### config.mk
export PLATFORM = sky130hd
export DESIGN_NAME = apb_timeout_demux
export DESIGN_NICKNAME = d
export VERILOG_FILES = /design/src/rtl/apb_timeout_demux_pkg.sv /design/src/rtl/apb_timeout_demux_addr_decode.sv /design/src/rtl/apb_timeout_demux.sv
export SDC_FILE = /design/constraint.sdc
export NUM_CORES = 1
export LEC_CHECK = 0
export ABC_AREA = 1
export BUFFER_PORTS_ARGS = -buffer_cell sky130_fd_sc_hd__buf_2
export CORE_AREA = 4 4 224 226
export CTS_BUF_LIST = sky130_fd_sc_hd__clkbuf_8
export CTS_CLUSTER_SIZE = 14
export DETAILED_ROUTE_END_ITERATION = 6
export DIE_AREA = 0 0 228 230
export PLACE_DENSITY = 0.47
export SLEW_MARGIN = 15
export SYNTH_ARGS = -nofsm -noshare
export SYNTH_HDL_FRONTEND = slang
export SYNTH_HIERARCHICAL = 1
export SYNTH_SLANG_ARGS = --single-unit
### constraint.sdc
create_clock -name clk_i -period 7.5 [get_ports clk_i]
set_input_delay 0.75 -clock clk_i [delete_from_list [all_inputs] [get_ports clk_i]]
set_output_delay 0.75 -clock clk_i [all_outputs]
set_load 0.005 [all_outputs]
### src/rtl/apb_timeout_demux_pkg.sv
// ---------------------------------------------------------------------------
// apb_pkg : shared types for the registered APB4 timeout demultiplexer.
//   prot_t            - APB4 PPROT field
//   apb_demux_state_e - demux FSM state encoding (IDLE/SETUP/ACCESS/RESP)
//   idx_width()       - width of a port index, never narrower than one bit
// ---------------------------------------------------------------------------
package apb_pkg;

    typedef logic [2:0] prot_t;

    typedef enum logic [1:0] {
        IDLE   = 2'd0,
        SETUP  = 2'd1,
        ACCESS = 2'd2,
        RESP   = 2'd3
    } apb_demux_state_e;

    function automatic int unsigned idx_width(input int unsigned n);
        return (n > 32'd1) ? $clog2(n) : 32'd1;
    endfunction

endpackage

### src/rtl/apb_timeout_demux_addr_decode.sv
// ---------------------------------------------------------------------------
// apb_addr_decode : combinational priority range decoder.
//   addr_i        - address to decode
//   start_addr_i  - per-port inclusive range start
//   end_addr_i    - per-port exclusive range end (start >= end never hits)
//   hit_o         - some range contains addr_i
//   idx_o         - lowest-index port whose range contains addr_i
// ---------------------------------------------------------------------------
module apb_addr_decode #(
    parameter int unsigned NumSlv    = 4,
    parameter int unsigned AddrWidth = 32,
    parameter int unsigned IdxWidth  = 2
) (
    input  logic [AddrWidth-1:0]             addr_i,
    input  logic [NumSlv-1:0][AddrWidth-1:0] start_addr_i,
    input  logic [NumSlv-1:0][AddrWidth-1:0] end_addr_i,
    output logic                             hit_o,
    output logic [IdxWidth-1:0]              idx_o
);

    // Scan from the highest port down so a lower matching port overwrites.
    always_comb begin
        hit_o = 1'b0;
        idx_o = '0;
        for (int i = int'(NumSlv) - 1; i >= 0; i--) begin
            if ((addr_i >= start_addr_i[i]) && (addr_i < end_addr_i[i])) begin
                hit_o = 1'b1;
                idx_o = IdxWidth'(i);
            end else begin
                hit_o = hit_o;
                idx_o = idx_o;
            end
        end
    end

endmodule

### src/rtl/apb_timeout_demux.sv
// ---------------------------------------------------------------------------
// apb_timeout_demux : registered APB4 1-to-NumSlv demultiplexer.
// Upstream completer port slv_* is decoded against programmable ranges and
// re-issued as a registered setup/access sequence on mst_*; the response is
// returned upstream one cycle later. Unmapped addresses answer PSLVERR.
//   clk_i, rst_i (async, active-high)
//   start_addr_i/end_addr_i    - per-port address windows [start, end)
//   slv_p*_i / slv_p*_o        - upstream APB4 completer side
//   mst_p*_o / mst_p*_i        - downstream APB4 requester side (one-hot psel)
//   timeout_o                  - one-cycle pulse when an access times out
// Optional build macro APB_TIMEOUT_DEMUX_TIMEOUT_EN: bounds the access phase
// to TimeoutCycles cycles; without it the access phase waits indefinitely
// and timeout_o is tied low.
// ---------------------------------------------------------------------------
module apb_timeout_demux
    import apb_pkg::*;
#(
    parameter int unsigned NumSlv        = 4,
    parameter int unsigned AddrWidth     = 32,
    parameter int unsigned DataWidth     = 32,
    parameter int unsigned TimeoutCycles = 256,
    localparam int unsigned StrbWidth    = (DataWidth + 7) / 8
) (
    input  logic                             clk_i,
    input  logic                             rst_i,
    input  logic [NumSlv-1:0][AddrWidth-1:0] start_addr_i,
    input  logic [NumSlv-1:0][AddrWidth-1:0] end_addr_i,
    input  logic [AddrWidth-1:0]             slv_paddr_i,
    input  prot_t                            slv_pprot_i,
    input  logic                             slv_pwrite_i,
    input  logic                             slv_psel_i,
    input  logic                             slv_penable_i,
    input  logic [DataWidth-1:0]             slv_pwdata_i,
    input  logic [StrbWidth-1:0]             slv_pstrb_i,
    output logic                             slv_pready_o,
    output logic [DataWidth-1:0]             slv_prdata_o,
    output logic                             slv_pslverr_o,
    output logic [AddrWidth-1:0]             mst_paddr_o,
    output prot_t                            mst_pprot_o,
    output logic                             mst_pwrite_o,
    output logic [DataWidth-1:0]             mst_pwdata_o,
    output logic [StrbWidth-1:0]             mst_pstrb_o,
    output logic [NumSlv-1:0]                mst_psel_o,
    output logic                             mst_penable_o,
    input  logic [NumSlv-1:0]                mst_pready_i,
    input  logic [NumSlv-1:0]                mst_pslverr_i,
    input  logic [NumSlv-1:0][DataWidth-1:0] mst_prdata_i,
    output logic                             timeout_o
);

    localparam int unsigned IdxWidth = idx_width(NumSlv);

    if ((NumSlv < 32'd1) || (TimeoutCycles < 32'd1)) begin : g_param_check
        $error("apb_timeout_demux: NumSlv and TimeoutCycles must be >= 1");
    end

    typedef struct packed {
        logic [AddrWidth-1:0] addr;
        prot_t                prot;
        logic                 write;
        logic [DataWidth-1:0] wdata;
        logic [StrbWidth-1:0] strb;
    } req_t;

    apb_demux_state_e       state_q;
    req_t                   req_d, req_q;
    logic [IdxWidth-1:0]    idx_q;
    logic [IdxWidth-1:0]    dec_idx;
    logic                   dec_hit;
    logic [NumSlv-1:0]      sel_d;
    logic [NumSlv-1:0]      psel_q;
    logic                   penable_q;
    logic                   pready_q;
    logic [DataWidth-1:0]   rdata_q;
    logic                   pslverr_q;

`ifdef APB_TIMEOUT_DEMUX_TIMEOUT_EN
    localparam int unsigned TimerWidth = $clog2(TimeoutCycles + 32'd1);
    localparam logic [TimerWidth-1:0] TimerLast = TimerWidth'(TimeoutCycles - 32'd1);
    logic [TimerWidth-1:0]  timer_q;
    logic                   timeout_q;
    assign timeout_o = timeout_q;
`else
    assign timeout_o = 1'b0;
`endif

    assign req_d = '{addr:  slv_paddr_i,
                     prot:  slv_pprot_i,
                     write: slv_pwrite_i,
                     wdata: slv_pwdata_i,
                     strb:  slv_pstrb_i};

    // Decode the live upstream address; it is only used in the setup cycle.
    apb_addr_decode #(
        .NumSlv    (NumSlv),
        .AddrWidth (AddrWidth),
        .IdxWidth  (IdxWidth)
    ) u_decode (
        .addr_i       (slv_paddr_i),
        .start_addr_i (start_addr_i),
        .end_addr_i   (end_addr_i),
        .hit_o        (dec_hit),
        .idx_o        (dec_idx)
    );

    // One-hot select for the decoded port.
    always_comb begin
        sel_d          = '0;
        sel_d[dec_idx] = 1'b1;
    end

    // Demux FSM; every output is a register updated here.
    always_ff @(posedge clk_i or posedge rst_i) begin
        if (rst_i) begin
            state_q   <= IDLE;
            req_q     <= '0;
            idx_q     <= '0;
            psel_q    <= '0;
            penable_q <= 1'b0;
            pready_q  <= 1'b0;
            rdata_q   <= '0;
            pslverr_q <= 1'b0;
`ifdef APB_TIMEOUT_DEMUX_TIMEOUT_EN
            timer_q   <= '0;
            timeout_q <= 1'b0;
`endif
        end else begin
            case (state_q)
                IDLE: begin
                    if (slv_psel_i && !slv_penable_i) begin
                        req_q <= req_d;
                        idx_q <= dec_idx;
                        if (dec_hit) begin
                            state_q <= SETUP;
                            psel_q  <= sel_d;
                        end else begin
                            // Miss: answer directly with an error, no downstream access.
                            state_q   <= RESP;
                            pready_q  <= 1'b1;
                            rdata_q   <= '0;
                            pslverr_q <= 1'b1;
                        end
                    end
                end
                SETUP: begin
                    state_q   <= ACCESS;
                    penable_q <= 1'b1;
`ifdef APB_TIMEOUT_DEMUX_TIMEOUT_EN
                    timer_q   <= '0;
`endif
                end
                ACCESS: begin
                    // A ready completer wins over a timeout in the same cycle.
                    if (mst_pready_i[idx_q]) begin
                        state_q   <= RESP;
                        psel_q    <= '0;
                        penable_q <= 1'b0;
                        pready_q  <= 1'b1;
                        rdata_q   <= mst_prdata_i[idx_q];
                        pslverr_q <= mst_pslverr_i[idx_q];
                    end
`ifdef APB_TIMEOUT_DEMUX_TIMEOUT_EN
                    else if (timer_q == TimerLast) begin
                        state_q   <= RESP;
                        psel_q    <= '0;
                        penable_q <= 1'b0;
                        pready_q  <= 1'b1;
                        rdata_q   <= '0;
                        pslverr_q <= 1'b1;
                        timeout_q <= 1'b1;
                    end else begin
                        timer_q <= timer_q + TimerWidth'(1);
                    end
`else
                    else begin
                        state_q <= ACCESS;
                    end
`endif
                end
                RESP: begin
                    state_q  <= IDLE;
                    pready_q <= 1'b0;
`ifdef APB_TIMEOUT_DEMUX_TIMEOUT_EN
                    timeout_q <= 1'b0;
`endif
                end
                default: begin
                    state_q   <= IDLE;
                    psel_q    <= '0;
                    penable_q <= 1'b0;
                    pready_q  <= 1'b0;
                end
            endcase
        end
    end

    assign mst_paddr_o   = req_q.addr;
    assign mst_pprot_o   = req_q.prot;
    assign mst_pwrite_o  = req_q.write;
    assign mst_pwdata_o  = req_q.wdata;
    assign mst_pstrb_o   = req_q.strb;
    assign mst_psel_o    = psel_q;
    assign mst_penable_o = penable_q;
    assign slv_pready_o  = pready_q;
    assign slv_prdata_o  = rdata_q;
    assign slv_pslverr_o = pslverr_q;

endmodule

---- Word-level counts from Yosys, hierarchy flattened ----
Cells that the tools add are included.
cells by class
  $lt $le $gt $ge ......................... 11
  equality and inequality tests ........... 7
  multiplexer cells ....................... 36
  reduce and logical (&&, ||, !) cells .... 16
operator list
  cell                  count
  $ge A32 B32 Y1        4
  $lt A32 B32 Y1        4
  $mux W32              4
  $bmux W32 S2          1
  $pmux W32 S2          1
  $mux W1               13
  $mux W2               6
  $mux W4               3
  $reduce_and A4 Y1     3
  $ne A2 B2 Y1 const B  4
  $pmux W2 S4           1
  $pmux W4 S2           1
  $logic_and A1 B1 Y1   6
  $lt A2 B3 Y1 const B  2
  $bmux W1 S2           2
  $eq A2 B2 Y1 const B  2
  $pmux W1 S2           2
  $reduce_and A2 Y1     2
  $reduce_bool A2 Y1    2
  $pmux W1 S3           1
  $reduce_bool A3 Y1    1
  $demux W1 S2          1
  $eq A2 B1 Y1 const B  1
  $ge A2 B1 Y1 const B  1
  2 further kinds       2
storage, ports and cells
  register bits after elaboration ......... 115
  output and inout port bits .............. 112
  word-level logic and storage cells ...... 82

---- Longest topological paths before layout ----
Gate-level depths: netlist of run 1.
  word-level depth ........................ 13
  depth in mapped cells ................... 22

---- By module ----
The synthesis of run 1 kept the hierarchy.
modules (own cells, without submodules)
  module             times used  cells an instance  area an instance (µm²)
  apb_addr_decode    1           1064               6631.4
  apb_timeout_demux  1           663                5773.0

---- Worst setup path before layout of run 1 ----
OpenSTA, ideal clock, no wires.
  kind .................................... input to register
  start ................................... input port start_addr_i[55] in the netlist's numbering
  end ..................................... register rdata_q[10] (netlist: slv_prdata_o[10])
  arrival ................................. 2.492 ns
  slack ................................... 4.891 ns
  cell stages on the path ................. 17
  buffers on the path ..................... 1
  path through ............................ inv_1 -> ha_1 -> nand2_1 -> nor2_1 -> nor3_1 -> nand2_1 -> a21oi_1 -> nand3_1 -> nand3_2 -> nand4_1 -> nand2_1 -> inv_1 -> nor2_4 -> nand2_4 -> buf_2 -> nand2_1 -> nand2_1
on the way
  cells in the longest elaborated chain, start to end .. 6
RTL lines
  element                      RTL line                             source
  start: declaration           apb_timeout_demux.sv:26              input logic [NumSlv-1:0][AddrWidth-1:0] start_addr_i,
  $ge A32 B32 Y1               apb_timeout_demux_addr_decode.sv:26  if ((addr_i >= start_addr_i[i]) && (addr_i < end_addr_i[i])) begin
  $logic_and A1 B1 Y1          apb_timeout_demux_addr_decode.sv:26
  $mux W1 (2 in a row)         apb_timeout_demux_addr_decode.sv:26
  net dec_hit                  apb_timeout_demux.sv:69              logic dec_hit;
  $ne A2 B2 Y1 (no line)       -
  $reduce_and A4 Y1 (no line)  -
  end signal: assignment       apb_timeout_demux.sv:159             rdata_q <= mst_prdata_i[idx_q];
  end: declaration             apb_timeout_demux.sv:74              logic [DataWidth-1:0] rdata_q;
The timed path passes the listed nets, and every way through them passes these cells.
A chain may end at the register's enable or synchronous reset.

---- Worst setup path in the final report of run 1 ----
  start ................................... input port slv_paddr_i[31]
  end ..................................... register rdata_q[19] (netlist: slv_prdata_o[19])
on the way
  cells in the longest elaborated chain, start to end .. 8
RTL lines
  element                                                  RTL line                             source
  start: declaration                                       apb_timeout_demux.sv:28              input logic [AddrWidth-1:0] slv_paddr_i,
  $ge A32 B32 Y1 / $lt A32 B32 Y1 (equally long branches)  apb_timeout_demux_addr_decode.sv:26
  $logic_and A1 B1 Y1                                      apb_timeout_demux_addr_decode.sv:26
  $mux W1 (3 in a row)                                     apb_timeout_demux_addr_decode.sv:26
  $mux W1 *                                                apb_timeout_demux_addr_decode.sv:26
  net dec_hit                                              apb_timeout_demux.sv:69
  $ne A2 B2 Y1 (no line) *                                 -
  $reduce_and A4 Y1 (no line) *                            -
The timed path passes the listed nets; every way through them passes the cells marked *.

==> results.env, run 1 <==
CORE_AREA_MM2=0.0483
POST-CTS-SETUP-BUFFER-COUNT=0
CP.BUFFERS_INVERTERS=2
HOLD_BUFFERS=0
CPMAXSTAGEDELAYCELL='sky130_fd_sc_hd__nor2_4'
POSTROUTEANTENNANETS=0
FINAL_PERIOD_MINUS_WORST_SETUP_SLACK_NS=3.66
REPORT.POWER.TOTAL_mW=3.75
POSTSYNTHCELLCOUNT=1727
FINALSETUPVIOLCOUNT=0
GRT-OVFL-TOTAL=0
CP_DATA_ARRIVAL_TIME_NS=4.02
SETUP.REG_TO_REG.WORST_SLACK_NS=4.55
CRITPATHREQUIREDTIME_NS=7.86
TIGHTESTPINTRANSITION_NS=1.06
DR.PASS1.ITERS=5
NUMBER_OF_REGISTER_BITS_INFERRED_BY_SYNTHESIS=115
REG_TO_REG_STARTPOINT='idx_q[0]'
DIE_H_UM=230
SYNTHTOPCELLSBYCOUNT='sky130_fd_sc_hd__nand2_1, sky130_fd_sc_hd__inv_1, sky130_fd_sc_hd__ha_1'
POWER_DENSITY_mW_PER_MM2=229
DP_SLACK_NS=3.20
YOSYSUNIQUECELLTYPES=38
NUMCTSBUFFERS=17
FINALSETUPTNS_NS=0
REPORT.FINAL.HOLD_VIOL_COUNT=0
CTSROOTBUFFERMASTER='sky130_fd_sc_hd__clkbuf_8'
YS_DOMINANT_REG_CELL='sky130_fd_sc_hd__dfrtp_1'
DRIVE_GT1_FRAC=0.309
TIMING.REG2REG.WORST_PATH_DEPTH=8
DRT_ITER0_MARKERS=541
WORST_IR_DROP_ON_VDD_mV=0.141
CRIT_PATH_FREQUENT_CELL='sky130_fd_sc_hd__nand2_1'
SETUP_WS_NS=3.84
REG2REG_TO='slv_prdata_o[19]'
FINALCRITPERIODSHARE=0.488
FIRST_GLOBAL_VIAS=13429
CLK_TRANSITION_REPORTED_PATHS_NS=0.09
DRV_CAP=0
GRT_SETUP_UNREPAIRED='false'
VIA_COUNT_OF_THE_ROUTED_DESIGN=13076
FIN_WORST_SKEW_NS=0.0123
WORST_HOLD_PATH_TYPE='input port to async pin'
SEQUENTIAL_CELL_AREA_MM2=0.00288
HTREE_NUM_LEVELS=4
TIMING_MAX_TRANSITION_VIOLATIONS_FINAL=0
ROUTED_WIRE_LENGTH_PER_INSTANCE_UM=17.2
FINAL_NET_COUNT=3008
DIE-AREA_MM2=0.0524
IO-PIN-COUNT=580
CTS-RESIZED-GATES=0
FLOORPLAN.INITIALDENSITY=0.257
DPL.HPWL_MM=42.0
OUTCOME='complete, no violations'
FMAX_GHz=0.273
PATH_MAX_FANOUT=34
SYNTH.MOST_COMMON_CELL='sky130_fd_sc_hd__nand2_1'
GR-USAGE-ALL-LAYERS=0.188
MAX_ROOT_SINK_BUFFERS=2
AVGSYNTHCELLAREA_UM2=7.18
WORST_SETUP_PATH_START_KIND='input port'
ROWS=81
AVGVIACOUNTPERCELL=4.46
CRITICAL_PATH.TOP_DELAY_FAMILY='simple AND/OR/NAND/NOR gates'
CLOCK_SINKS=115
NUMBER_OF_ANTENNA_VIOLATIONS_AT_THE_FIRST_CHECK_IN_GLOBAL_ROUTING=19
LEAKAGEPOWER_nW=10.0
WORSTPATHCELLLIST='buf_2 > ha_1 > nand2_1 > nor2_1 > nor3b_2 > and3_1 > nand2_1 > nand3_2 > nand4_1 > nand2_1 > inv_1 > nor2_4 > nand2_4 > nand2_1 > nand2_1'
SYNTH_LARGEST_TYPE_AREA_FRACTION=0.258
WORST_SKEW_PAIR.LATE_LATENCY_NS=0.48
CTS_TREE='done'
SYNTHARSTFLOPSHARE=1.00
PIN_COUNT_OF_THE_BIGGEST_NET_ENTERING_GLOBAL_ROUTING=70
SYNTH_TOP_CELL_BY_AREA='sky130_fd_sc_hd__ha_1'
FINALWEIGHTEDCONGESTION=0.864
MAX_STAGE_DELAY_NS=0.64
FILLCELLCOUNT=5295
NETLIST_AREA_MM2=0.0124
MULTI_INPUT_COMB_AREA_MM2=0.00810
SYNTH_SEQUENTIAL_AREA_RATIO=0.232
TIMING.SETUP.CRITICAL_PATH_CLASS='input port to flop'
TIMING.SLEW.HEADROOM=0.292
DIE_X_UM=228
FLOW.AREA_GROWTH_FROM_SYNTHESIS_PCT=32.1
SYNTH-EDFF-COUNT=0
CRITPATHCAPTURETYPE='flop'
YOSYSWARNINGCOUNT=6
SYNTH_FP_NETS=2451
ROUTE.FINAL.WIRE_LENGTH_MM=50.5
NETLIST_TOP_CELLS_AREA='sky130_fd_sc_hd__ha_1, sky130_fd_sc_hd__dfrtp_1, sky130_fd_sc_hd__nand2_1'
GLOBAL_ROUTE_WIRE_LENGTH_BEFORE_REPAIR_MM=76.4
POST-ROUTE-DRC-COUNT=0
PORT_BUFFERS=578
==> how the worst max path moves through the flow <==
stage	slack, ns	cells past startpoint	startpoint	endpoint
after floorplan	3.71	1	rst_i	idx_q[0]
after global placement	3.27	15	slv_paddr_i[31]	slv_prdata_o[0]
after detailed placement	3.20	15	slv_paddr_i[31]	slv_prdata_o[19]
after CTS	3.74	15	slv_paddr_i[31]	slv_prdata_o[19]
after global routing	3.42	15	slv_paddr_i[31]	slv_prdata_o[4]
final	3.84	15	slv_paddr_i[31]	slv_prdata_o[19]
==> power by group <==
group          leakage [nW]  total (mW)  switching [mW]  internal [mW]
sequential             1.42        1.03           0.140          0.891
combinational          8.34        1.98            1.18          0.798
clock                 0.244       0.743           0.309          0.433
total                  10.0        3.75            1.63           2.12
==> layout make-up <==
type                    instances  share of cell area
flip-flops and latches        115               0.176
multi-input cells            1252               0.494
diodes                         11             0.00168
well taps                     622              0.0475
clock buffers                  21              0.0176
inverters                     315              0.0725
clock inverters                11              0.0120
repair buffers                583               0.179
==> registers in the layout, indices dropped and copies added, names as in the netlist, 2 cells and up <==
register	count
mst_paddr_o	32
mst_pwdata_o	32
slv_prdata_o	32
mst_psel_o	4
mst_pstrb_o	4
mst_pprot_o	3
idx_q	2
state_q	2
==> placed cells by master, fill, tap and decap left out, types with 4 or more instances in the layout <==
cell	Yosys	routed
sky130_fd_sc_hd__buf_2	21	578
sky130_fd_sc_hd__nand2_1	473	473
sky130_fd_sc_hd__inv_1	311	311
sky130_fd_sc_hd__ha_1	256	256
sky130_fd_sc_hd__a21oi_1	153	153
sky130_fd_sc_hd__dfrtp_1	115	114
sky130_fd_sc_hd__nor2_1	95	95
sky130_fd_sc_hd__nand3_1	94	93
sky130_fd_sc_hd__mux2_2	72	72
sky130_fd_sc_hd__o21ai_0	32	32
sky130_fd_sc_hd__clkbuf_8	0	21
sky130_fd_sc_hd__nand4_1	15	15
sky130_fd_sc_hd__o21a_1	12	12
sky130_fd_sc_hd__diode_2	0	11
sky130_fd_sc_hd__nor3_1	10	10
sky130_fd_sc_hd__bufinv_16	0	5
sky130_fd_sc_hd__buf_4	11	5
sky130_fd_sc_hd__inv_2	4	4
sky130_fd_sc_hd__nand2_2	4	4
sky130_fd_sc_hd__nor2_2	4	4
sky130_fd_sc_hd__o21ai_1	4	4
sky130_fd_sc_hd__o21bai_1	4	4
==> worst reg2reg max path, delay by kind of cell, from the launching register on <==
family | cells | cell delay, ns
AND/OR/NAND/NOR | 7 | 1.68
flip-flops | 1 | 0.41
buffers and inverters | 1 | 0.76
==> per-stage QoR <==
stage,utilization,area [µm²],hold WS [ns],instances
finish,0.339,16400,0.304,2930
global route,0.339,16400,0.294,2929
floorplan,-,12400,0.464,1727
detailed placement,0.328,15900,0.462,2887
global placement,0.328,15900,0.459,2887
CTS,0.338,16400,0.266,2919
==> layer usage <==
metal	part of all wire	vias to the layer above	global-route usage
met3	0.063	76	0.0527
li1	-	6696	-
met2	0.50	376	0.334
met4	0.027	14	0.0645
met1	0.41	5914	0.217
met5	0.0013	-	0
==> cells by family after synthesis <==
| family | share of synthesized area |
|---|---|
| and+or+nand+nor | 0.237 |
| buffers and inverters | 0.116 |
| adders and majority gates | 0.258 |
| AOI/OAI and AO/OA | 0.0908 |
| DFF | 0.232 |
| muxes | 0.0654 |
| other | 0.000302 |
No activity file was read; power rests on OpenSTA's default activity.
==> inputs of run 2 (changes only) <==
--- a/config.mk
+++ b/config.mk
@@ -7,12 +7,12 @@
 export LEC_CHECK = 0
 export ABC_AREA = 1
 export BUFFER_PORTS_ARGS = -buffer_cell sky130_fd_sc_hd__buf_2
-export CORE_AREA = 4 4 224 226
+export CORE_AREA = 4 4 222 224
 export CTS_BUF_LIST = sky130_fd_sc_hd__clkbuf_8
 export CTS_CLUSTER_SIZE = 14
 export DETAILED_ROUTE_END_ITERATION = 6
-export DIE_AREA = 0 0 228 230
-export PLACE_DENSITY = 0.47
+export DIE_AREA = 0 0 226 228
+export PLACE_DENSITY = 0.5
 export SLEW_MARGIN = 15
 export SYNTH_ARGS = -nofsm -noshare
 export SYNTH_HDL_FRONTEND = slang
==> constraint.sdc (replaced) <==
create_clock -name clk_i -period 3.1 [get_ports clk_i]
set_input_delay 0.31 -clock clk_i [delete_from_list [all_inputs] [get_ports clk_i]]
set_output_delay 0.31 -clock clk_i [all_outputs]
set_load 0.005 [all_outputs]
==> results.env, run 2 (synthesis results as in run 1) <==
OUTCOME='complete, no violations'
PIN_COUNT_OF_THE_BIGGEST_NET_ENTERING_GLOBAL_ROUTING=116  # +66%
CORE_AREA_MM2=0.0473  # -2.1%
NUMCTSBUFFERS=17  # unchanged
ROUTED_WIRE_LENGTH_PER_INSTANCE_UM=17.6  # +2.0%
WORST_SKEW_PAIR.LATE_LATENCY_NS=0.50  # +0.02 ns
CTS-RESIZED-GATES=0  # unchanged
TIMING.SETUP.CRITICAL_PATH_CLASS='input port to flop'
FINAL_PERIOD_MINUS_WORST_SETUP_SLACK_NS=2.58
POWER.SHARE.COMBINATIONAL=0.546  # +0.019
DRT_ITER0_MARKERS=589  # +8.9%
FINALCRITPERIODSHARE=0.832
DIE-AREA_MM2=0.0515  # -1.7%
DPL.HPWL_MM=43.7  # +4.0%
CP.BUFFERS_INVERTERS=3  # +1
FINALSETUPVIOLCOUNT=0  # unchanged
SETUP.REG_TO_REG.WORST_SLACK_NS=0.87  # -3.68 ns
FLOORPLAN.INITIALDENSITY=0.262  # +0.00540
FMAX_GHz=0.388
POWER_SWITCHING_SHARE=0.435  # +0.000865
SEQ_POWER_SHARE=0.271  # -0.004
POWER.NET_SWITCHING_mW=4.05  # +150%
DRV_CAP=0  # unchanged
IO-PIN-COUNT=580  # unchanged
TIMING.SLEW.HEADROOM=0.536  # +0.245
AVGVIACOUNTPERCELL=4.50  # +0.80%
CRITPATHCAPTURETYPE='flop'
GRT-OVFL-TOTAL=0  # unchanged
CPMAXSTAGEDELAYCELL='sky130_fd_sc_hd__nor3b_2'
TIMING_MAX_TRANSITION_VIOLATIONS_FINAL=0  # unchanged
POSTROUTEANTENNANETS=0  # unchanged
WORSTPATHCELLLIST='buf_2 > ha_1 > nand2_1 > nor2_1 > nor3b_2 > and3_1 > nand2_1 > nand3_2 > nand4_1 > nand2_1 > inv_1 > nor2_4 > nand2_4 > buf_12 > nand2_1 > nand2_1'
CRIT_PATH_FREQUENT_CELL='sky130_fd_sc_hd__nand2_1'
VIA_COUNT_OF_THE_ROUTED_DESIGN=13351  # +2.1%
MAX_ROOT_SINK_BUFFERS=2  # unchanged
FIN_WORST_SKEW_NS=0.0232  # +0.0109 ns
REG_TO_REG_STARTPOINT='idx_q[0]'
PORT_BUFFERS=578  # unchanged
FINAL_NET_COUNT=3056  # +1.6%
FLOW.AREA_GROWTH_FROM_SYNTHESIS_PCT=35.5
MAX_STAGE_DELAY_NS=0.39  # -0.25 ns
TIMING.REG2REG.WORST_PATH_DEPTH=9  # +1
WORSTHOLDPATHCELLS=2
WORST_SETUP_PATH_START_KIND='input port'
MIN-DELAY-START='slv_pwdata_i[14]'
PATH_MAX_FANOUT=13  # -62%
MOSTFREQUENTLAYOUTCELL='sky130_fd_sc_hd__buf_2'
DR.PASS1.ITERS=5  # unchanged
FINALSETUPTNS_NS=0  # unchanged
FINALWEIGHTEDCONGESTION=0.891  # +3.1%
CRITPATHREQUIREDTIME_NS=3.47  # -4.39 ns
ROWS=80  # -1.2%
CP_DATA_ARRIVAL_TIME_NS=2.95  # -1.07 ns
POWER_DENSITY_mW_PER_MM2=554  # +140%
TIGHTESTPINTRANSITION_NS=0.695  # -0.365 ns
POST-ROUTE-DRC-COUNT=0  # unchanged
WORST_HOLD_PATH_TYPE='input port to flop'
WHS_ENDPOINT='mst_pwdata_o[14]'
FIRST_GLOBAL_VIAS=13908  # +3.6%
NUMBER_OF_ANTENNA_VIOLATIONS_AT_THE_FIRST_CHECK_IN_GLOBAL_ROUTING=22  # +3
LEAKAGEPOWER_nW=10.2  # +2.2%
HTREE_NUM_LEVELS=4  # unchanged
ROUTE.FINAL.WIRE_LENGTH_MM=52.2  # +3.3%
POWER.CLOCK.FRACTION=0.183  # -0.015
WORST_IR_DROP_ON_VDD_mV=0.422  # +200%
REPORT.POWER.TOTAL_mW=9.31  # +150%
DIE_H_UM=228  # -0.87%
GR-USAGE-ALL-LAYERS=0.197  # +0.00885
GLOBAL_ROUTE_WIRE_LENGTH_BEFORE_REPAIR_MM=78.2  # +2.3%
CLK_TRANSITION_REPORTED_PATHS_NS=0.08  # about the same
REG2REG_TO='mst_penable_o'
CTS_TREE='done'
GRT_SETUP_UNREPAIRED='false'
CRITICAL_PATH.TOP_DELAY_FAMILY='simple AND/OR/NAND/NOR gates'
CLOCK_SINKS=115  # unchanged
LAYOUT.CELLS.MOST_COMMON_LIST='sky130_fd_sc_hd__buf_2, sky130_fd_sc_hd__nand2_1, sky130_fd_sc_hd__inv_1'
P_INT_mW=5.26  # +150%
FINALHOLDWORSTSLACK_NS=0.0677  # -0.236 ns
DIE_X_UM=226  # -0.88%
REPORT.FINAL.HOLD_VIOL_COUNT=0  # unchanged
DRIVE_GT1_FRAC=0.314  # +0.00476
CTSROOTBUFFERMASTER='sky130_fd_sc_hd__clkbuf_8'
[run 2: cell types whose count changed in the layout (fill, tap and decap cells not counted), sizes merged]
cell	change
buf	+26
dlygate4sd3	+22
diode	-3
clkinv	+2
bufinv	-1
clkbuf	-1
clkinvlp	+1
inv	-1
[run 2: area by class of cell]
type	instances	area [µm²]
diodes	8	20.0
clock buffers	20	275
clock inverters	12	176
fillers	5166	30500
inverters	315	1190
multi-input cells	1252	8100
flip-flops and latches	115	2880
well taps	615	769
repair buffers	631	3410
[run 2: worst max-delay path by stage]
stage	start	to	slack, ns	depth (start not counted)
2_1_floorplan	start_addr_i[55]	slv_prdata_o[10]	0.93	17
3_3_place_gp	slv_paddr_i[31]	slv_prdata_o[7]	0.06	16
3_5_place_dp	slv_paddr_i[31]	slv_prdata_o[24]	-0.01	16
4_1_cts	slv_paddr_i[31]	slv_prdata_o[24]	0.55	16
5_1_grt	slv_paddr_i[31]	slv_prdata_o[30]	0.30	16
6_report	slv_paddr_i[31]	slv_prdata_o[24]	0.52	16
[run 2: routing by layer]
layer,vias to the layer above,track usage,part of all wire
met2,419,0.344,0.49
met3,91,0.0526,0.066
met5,-,0,0.0022
met1,6024,0.228,0.41
li1,6797,-,-
met4,20,0.0758,0.033
[run 2: power groups by stage]
stage	sequential [mW]	combinational (mW)	clock (mW)
CTS	2.53	5.16	1.79
detailed placement	2.55	5.12	0
finish	2.52	5.08	1.71
floorplan	2.53	2.96	0
global route	2.61	5.72	1.85
global placement	2.54	5.08	0
[run 2: through the flow]
step | std cells | utilization | setup WS (ns) | area [µm²]
6_report | 2968 | 0.355 | 0.520 | 16800
3_5_place_dp | 2906 | 0.340 | -0.0113 | 16100
5_1_grt | 2967 | 0.355 | 0.303 | 16800
2_1_floorplan | 1727 | - | 0.931 | 12400
4_1_cts | 2960 | 0.355 | 0.545 | 16800
3_3_place_gp | 2906 | 0.340 | 0.0593 | 16100
[run 2: what timing repair did]
action	in CTS	in global routing
hold endpoints to repair	32	0
buffers inserted	0	0
hold buffers	22	0
==> inputs of run 3 (changes only) <==
--- a/config.mk
+++ b/config.mk
@@ -5,14 +5,14 @@
 export SDC_FILE = /design/constraint.sdc
 export NUM_CORES = 1
 export LEC_CHECK = 0
-export ABC_AREA = 1
+export ABC_AREA = 0
 export BUFFER_PORTS_ARGS = -buffer_cell sky130_fd_sc_hd__buf_2
-export CORE_AREA = 4 4 222 224
+export CORE_AREA = 4 4 226 228
 export CTS_BUF_LIST = sky130_fd_sc_hd__clkbuf_8
 export CTS_CLUSTER_SIZE = 14
 export DETAILED_ROUTE_END_ITERATION = 6
-export DIE_AREA = 0 0 226 228
-export PLACE_DENSITY = 0.5
+export DIE_AREA = 0 0 230 232
+export PLACE_DENSITY = 0.47
 export SLEW_MARGIN = 15
 export SYNTH_ARGS = -nofsm -noshare
 export SYNTH_HDL_FRONTEND = slang
==> constraint.sdc (replaced) <==
create_clock -name clk_i -period 2.2 [get_ports clk_i]
set_input_delay 0.22 -clock clk_i [delete_from_list [all_inputs] [get_ports clk_i]]
set_output_delay 0.22 -clock clk_i [all_outputs]
set_load 0.005 [all_outputs]
==> results.env, run 3 <==
OUTCOME='finished with violations'
FAILING_CHECKS='negative setup slack'
WORSTHOLDPATHCELLS=2  # unchanged
WORST_SETUP_PATH_START_KIND='input port'
SYNTHTOPCELLSBYCOUNT='sky130_fd_sc_hd__inv_1, sky130_fd_sc_hd__ha_1, sky130_fd_sc_hd__dfrtp_1'
WHS_ENDPOINT='mst_paddr_o[11]'
MAX_ROOT_SINK_BUFFERS=2  # unchanged
DPL.CELL_COUNT=2612  # -10%
IO-PIN-COUNT=580  # unchanged
SYNTH.MOST_COMMON_CELL='sky130_fd_sc_hd__inv_1'
SYNTH_TOP_CELL_BY_AREA='sky130_fd_sc_hd__ha_1'
SYNTH_LARGEST_TYPE_AREA_FRACTION=0.270  # +0.0117
LAYOUT.CELLS.MOST_COMMON_LIST='sky130_fd_sc_hd__buf_2, sky130_fd_sc_hd__inv_1, sky130_fd_sc_hd__ha_1'
FINAL-INSTANCE-COUNT-EXCL-FILL=2695  # -9.2%
SYNTH_FP_NETS=1979  # -19%
DR.PASS1.ITERS=5  # unchanged
PATH_MAX_FANOUT=6  # -7
ROWS=81  # +1.3%
NUMBER_OF_REGISTER_BITS_INFERRED_BY_SYNTHESIS=115  # unchanged
DRIVE_GT1_FRAC=0.441  # +0.127
NETLIST_TOP_CELLS_AREA='sky130_fd_sc_hd__ha_1, sky130_fd_sc_hd__dfrtp_1, sky130_fd_sc_hd__inv_1'
DIE_X_UM=230  # +1.8%
YOSYSWARNINGCOUNT=6  # unchanged
SYNTH-SIMPLE-AREA-SHARE=0.0873  # -0.150
USE_MET3=0.0358  # -0.0168
YOSYSUNIQUECELLTYPES=64  # +68%
MIN-DELAY-START='slv_paddr_i[11]'
POSTROUTEANTENNANETS=0  # unchanged
CTSROOTBUFFERMASTER='sky130_fd_sc_hd__clkbuf_8'
FINALWEIGHTEDCONGESTION=0.900  # +0.99%
PORT_BUFFERS=578  # unchanged
CRITPATHCAPTURETYPE='flop'
SETUP_WS_NS=-0.752  # -1.27 ns
FMAX_GHz=0.339
REPORT.FINAL.HOLD_VIOL_COUNT=0  # unchanged
FLOW.AREA_GROWTH_FROM_SYNTHESIS_PCT=55.0
ADDER_CELL_FRACTION_OF_SYNTH_AREA=0.270  # +0.0117
LEAKAGEPOWER_nW=10.2  # -0.68%
SYNTH-EDFF-COUNT=0  # unchanged
DPL.HPWL_MM=43.6  # -0.19%
SYNTH_SEQUENTIAL_AREA_RATIO=0.242  # +0.0105
PIN_COUNT_OF_THE_BIGGEST_NET_ENTERING_GLOBAL_ROUTING=55  # -53%
GRT.BUSIEST_LAYER='met2'
FIN_WORST_SKEW_NS=0.0147  # -0.00848 ns
NETLIST_AREA_MM2=0.0119  # -4.3%
FIRST_GLOBAL_VIAS=13054  # -6.1%
HTREE_NUM_LEVELS=4  # unchanged
WORST_IR_DROP_ON_VDD_mV=0.447  # +6.0%
TIGHTESTPINTRANSITION_NS=0.708  # +0.0128 ns
FINALCRITPERIODSHARE=1.34
CLOCK_SINKS=115  # unchanged
SYNTH_TOP_FAMILY_BY_AREA='adder cells'
MUXSHAREOFSYNTHAREA=0.169  # +0.104
SYNTH_COMPOUND_AREA_FRAC=0.125  # +0.0344
FINALSETUPVIOLCOUNT=41  # +41
PLACED_CELL_AREA_MM2=0.0169  # +4.8%
TIMING.REG2REG.WORST_PATH_DEPTH=9  # unchanged
FINAL_PERIOD_MINUS_WORST_SETUP_SLACK_NS=2.95
TIMING.SETUP.CRITICAL_PATH_CLASS='input port to flop'
TIMING_MAX_TRANSITION_VIOLATIONS_FINAL=0  # unchanged
CP_DATA_ARRIVAL_TIME_NS=3.28  # +0.33 ns
REG_TO_REG_STARTPOINT='state_q[0]'
CTS_TREE='done'
VIA_COUNT_OF_THE_ROUTED_DESIGN=12071  # -9.6%
NUMCTSBUFFERS=17  # unchanged
GLOBAL_ROUTE_WIRE_LENGTH_BEFORE_REPAIR_MM=74.8  # -4.3%
NUMBER_OF_ANTENNA_VIOLATIONS_AT_THE_FIRST_CHECK_IN_GLOBAL_ROUTING=7  # -68%
MET1_TRACK_DEMAND_OVER_RESOURCE=0.227  # about the same
AVGVIACOUNTPERCELL=4.48  # -0.43%
DIE-AREA_MM2=0.0534  # +3.6%
DIE_H_UM=232  # +1.8%
GRT-OVFL-TOTAL=0  # unchanged
CLK_TRANSITION_REPORTED_PATHS_NS=0.08  # about the same
ROUTE.FINAL.WIRE_LENGTH_MM=50.6  # -3.1%
ROUTED_WIRE_LENGTH_PER_INSTANCE_UM=18.8  # +6.8%
GR-USAGE-ALL-LAYERS=0.182  # -0.0150
POSTSYNTHCELLCOUNT=1255  # -27%
SYNTHARSTFLOPSHARE=1.00  # unchanged
FINALHOLDWORSTSLACK_NS=0.0988  # +0.0311 ns
REG2REG_TO='slv_prdata_o[13]'
POWER_DENSITY_mW_PER_MM2=680  # +23%
WORST_SKEW_PAIR.LATE_LATENCY_NS=0.46  # -0.04 ns
GRTUSAGEMET2=0.323  # -0.0215
SYNTHXORXNORAREAFRAC=0  # unchanged
POST-ROUTE-DRC-COUNT=0  # unchanged
GRT_SETUP_UNREPAIRED='true'
FLOORPLAN.INITIALDENSITY=0.243  # -0.0191
CRITPATHREQUIREDTIME_NS=2.53  # -0.94 ns
WORST_HOLD_PATH_TYPE='input port to flop'
SETUP.REG_TO_REG.WORST_SLACK_NS=0.03  # -0.84 ns
AVGSYNTHCELLAREA_UM2=9.46  # +32%
FINAL_NET_COUNT=2742  # -10%
MOSTFREQUENTLAYOUTCELL='sky130_fd_sc_hd__buf_2'
YS_DOMINANT_REG_CELL='sky130_fd_sc_hd__dfrtp_1'
CORE_AREA_MM2=0.0488  # +3.2%
DRT_ITER0_MARKERS=420  # -29%
TIMING.SLEW.HEADROOM=0.523  # -0.0135
FINAL_CELL_AREA_MM2=0.0184  # +9.4%
DP_SLACK_NS=-1.69  # -1.68 ns
DRV_CAP=0  # unchanged
## run 3: changes by cell type in the layout (fill, tap and decap cells not counted), moves of 48 or more
cell	delta
sky130_fd_sc_hd__buf_4	+95
sky130_fd_sc_hd__nor2_1	-82
sky130_fd_sc_hd__a21o_1	+48
sky130_fd_sc_hd__nand2_1	-400
sky130_fd_sc_hd__nand3_1	-80
sky130_fd_sc_hd__mux2_1	+68
sky130_fd_sc_hd__a21oi_1	-84
sky130_fd_sc_hd__mux2_2	-62
## run 3: cells by family after synthesis
| family | count (synthesis) |
|---|---|
| DFF | 115 |
| buffers and inverters | 320 |
| and+or+nand+nor | 198 |
| AOI/OAI and AO/OA | 217 |
| adders and majority gates | 256 |
| other | 1 |
| muxes | 148 |
## run 3: what timing repair did
item | in CTS | in global routing
hold buffers | 41 | 0
cloned | 1 | 0
setup endpoints to repair | 41 | 41
endpoints found under the hold margin | 48 | 0
pin swaps | 23 | 11
buffers inserted | 9 | 3
resized for setup | 66 | 33
## run 3: worst max-delay path by stage
stage / start / end / slack, ns / cells after the start
global route: slv_paddr_i[2] / slv_prdata_o[16] / -0.83 / 19
floorplan: slv_paddr_i[0] / slv_prdata_o[0] / -0.52 / 14
detailed placement: slv_paddr_i[2] / slv_prdata_o[28] / -1.69 / 16
global placement: slv_paddr_i[2] / slv_pslverr_o / -1.62 / 15
finish: slv_paddr_i[2] / mst_psel_o[3] / -0.75 / 17
CTS: slv_paddr_i[2] / slv_prdata_o[13] / -0.66 / 19
## run 3: report_power, final
group	total, mW	switching, mW	internal, mW
registers	3.51	0.513	3.00
logic	6.82	3.14	3.68
clock network	2.17	0.902	1.27
total	12.5	4.56	7.95
## run 3: stage by stage
stage	total power [mW]	TNS, ns	utilization
floorplan	6.99	-18.38	-
global placement	9.96	-63.03	0.346
detailed placement	10.1	-65.09	0.346
CTS	12.8	-22.82	0.372
global route	13.5	-28.92	0.377
finish	12.5	-26.09	0.377
## run 3: layout make-up
cell class	instances	area (µm²)
Tap cell	664	831
Clock inverter	10	160
Antenna cell	3	7.51
Clock buffer	19	262
Fill cell	5056	30400
Inverter	296	1140
Timing Repair Buffer	768	4720
Multi-Input combinational cell	820	8400
Sequential cell	115	2880
## run 3: per-layer routing
layer | vias to the layer above | part of all wire
met5 | - | 0.00026
met3 | 54 | 0.051
met2 | 336 | 0.50
met1 | 5747 | 0.43
met4 | 2 | 0.019
li1 | 5932 | -
## run 3: critical path: stages
cell                        delay (ns)
sky130_fd_sc_hd__buf_8            0.10
sky130_fd_sc_hd__buf_6            0.11
sky130_fd_sc_hd__buf_8            0.13
sky130_fd_sc_hd__ha_4             0.17
sky130_fd_sc_hd__a2111oi_4        0.35
sky130_fd_sc_hd__nor4_2           0.10
sky130_fd_sc_hd__o41ai_2          0.36
sky130_fd_sc_hd__buf_4            0.20
sky130_fd_sc_hd__nand4_1          0.07
sky130_fd_sc_hd__o211ai_1         0.29
sky130_fd_sc_hd__nand4_1          0.16
sky130_fd_sc_hd__buf_4            0.18
sky130_fd_sc_hd__buf_4            0.13
sky130_fd_sc_hd__o22ai_1          0.17
sky130_fd_sc_hd__nor3_2           0.07
sky130_fd_sc_hd__buf_4            0.16
sky130_fd_sc_hd__mux2_1           0.31
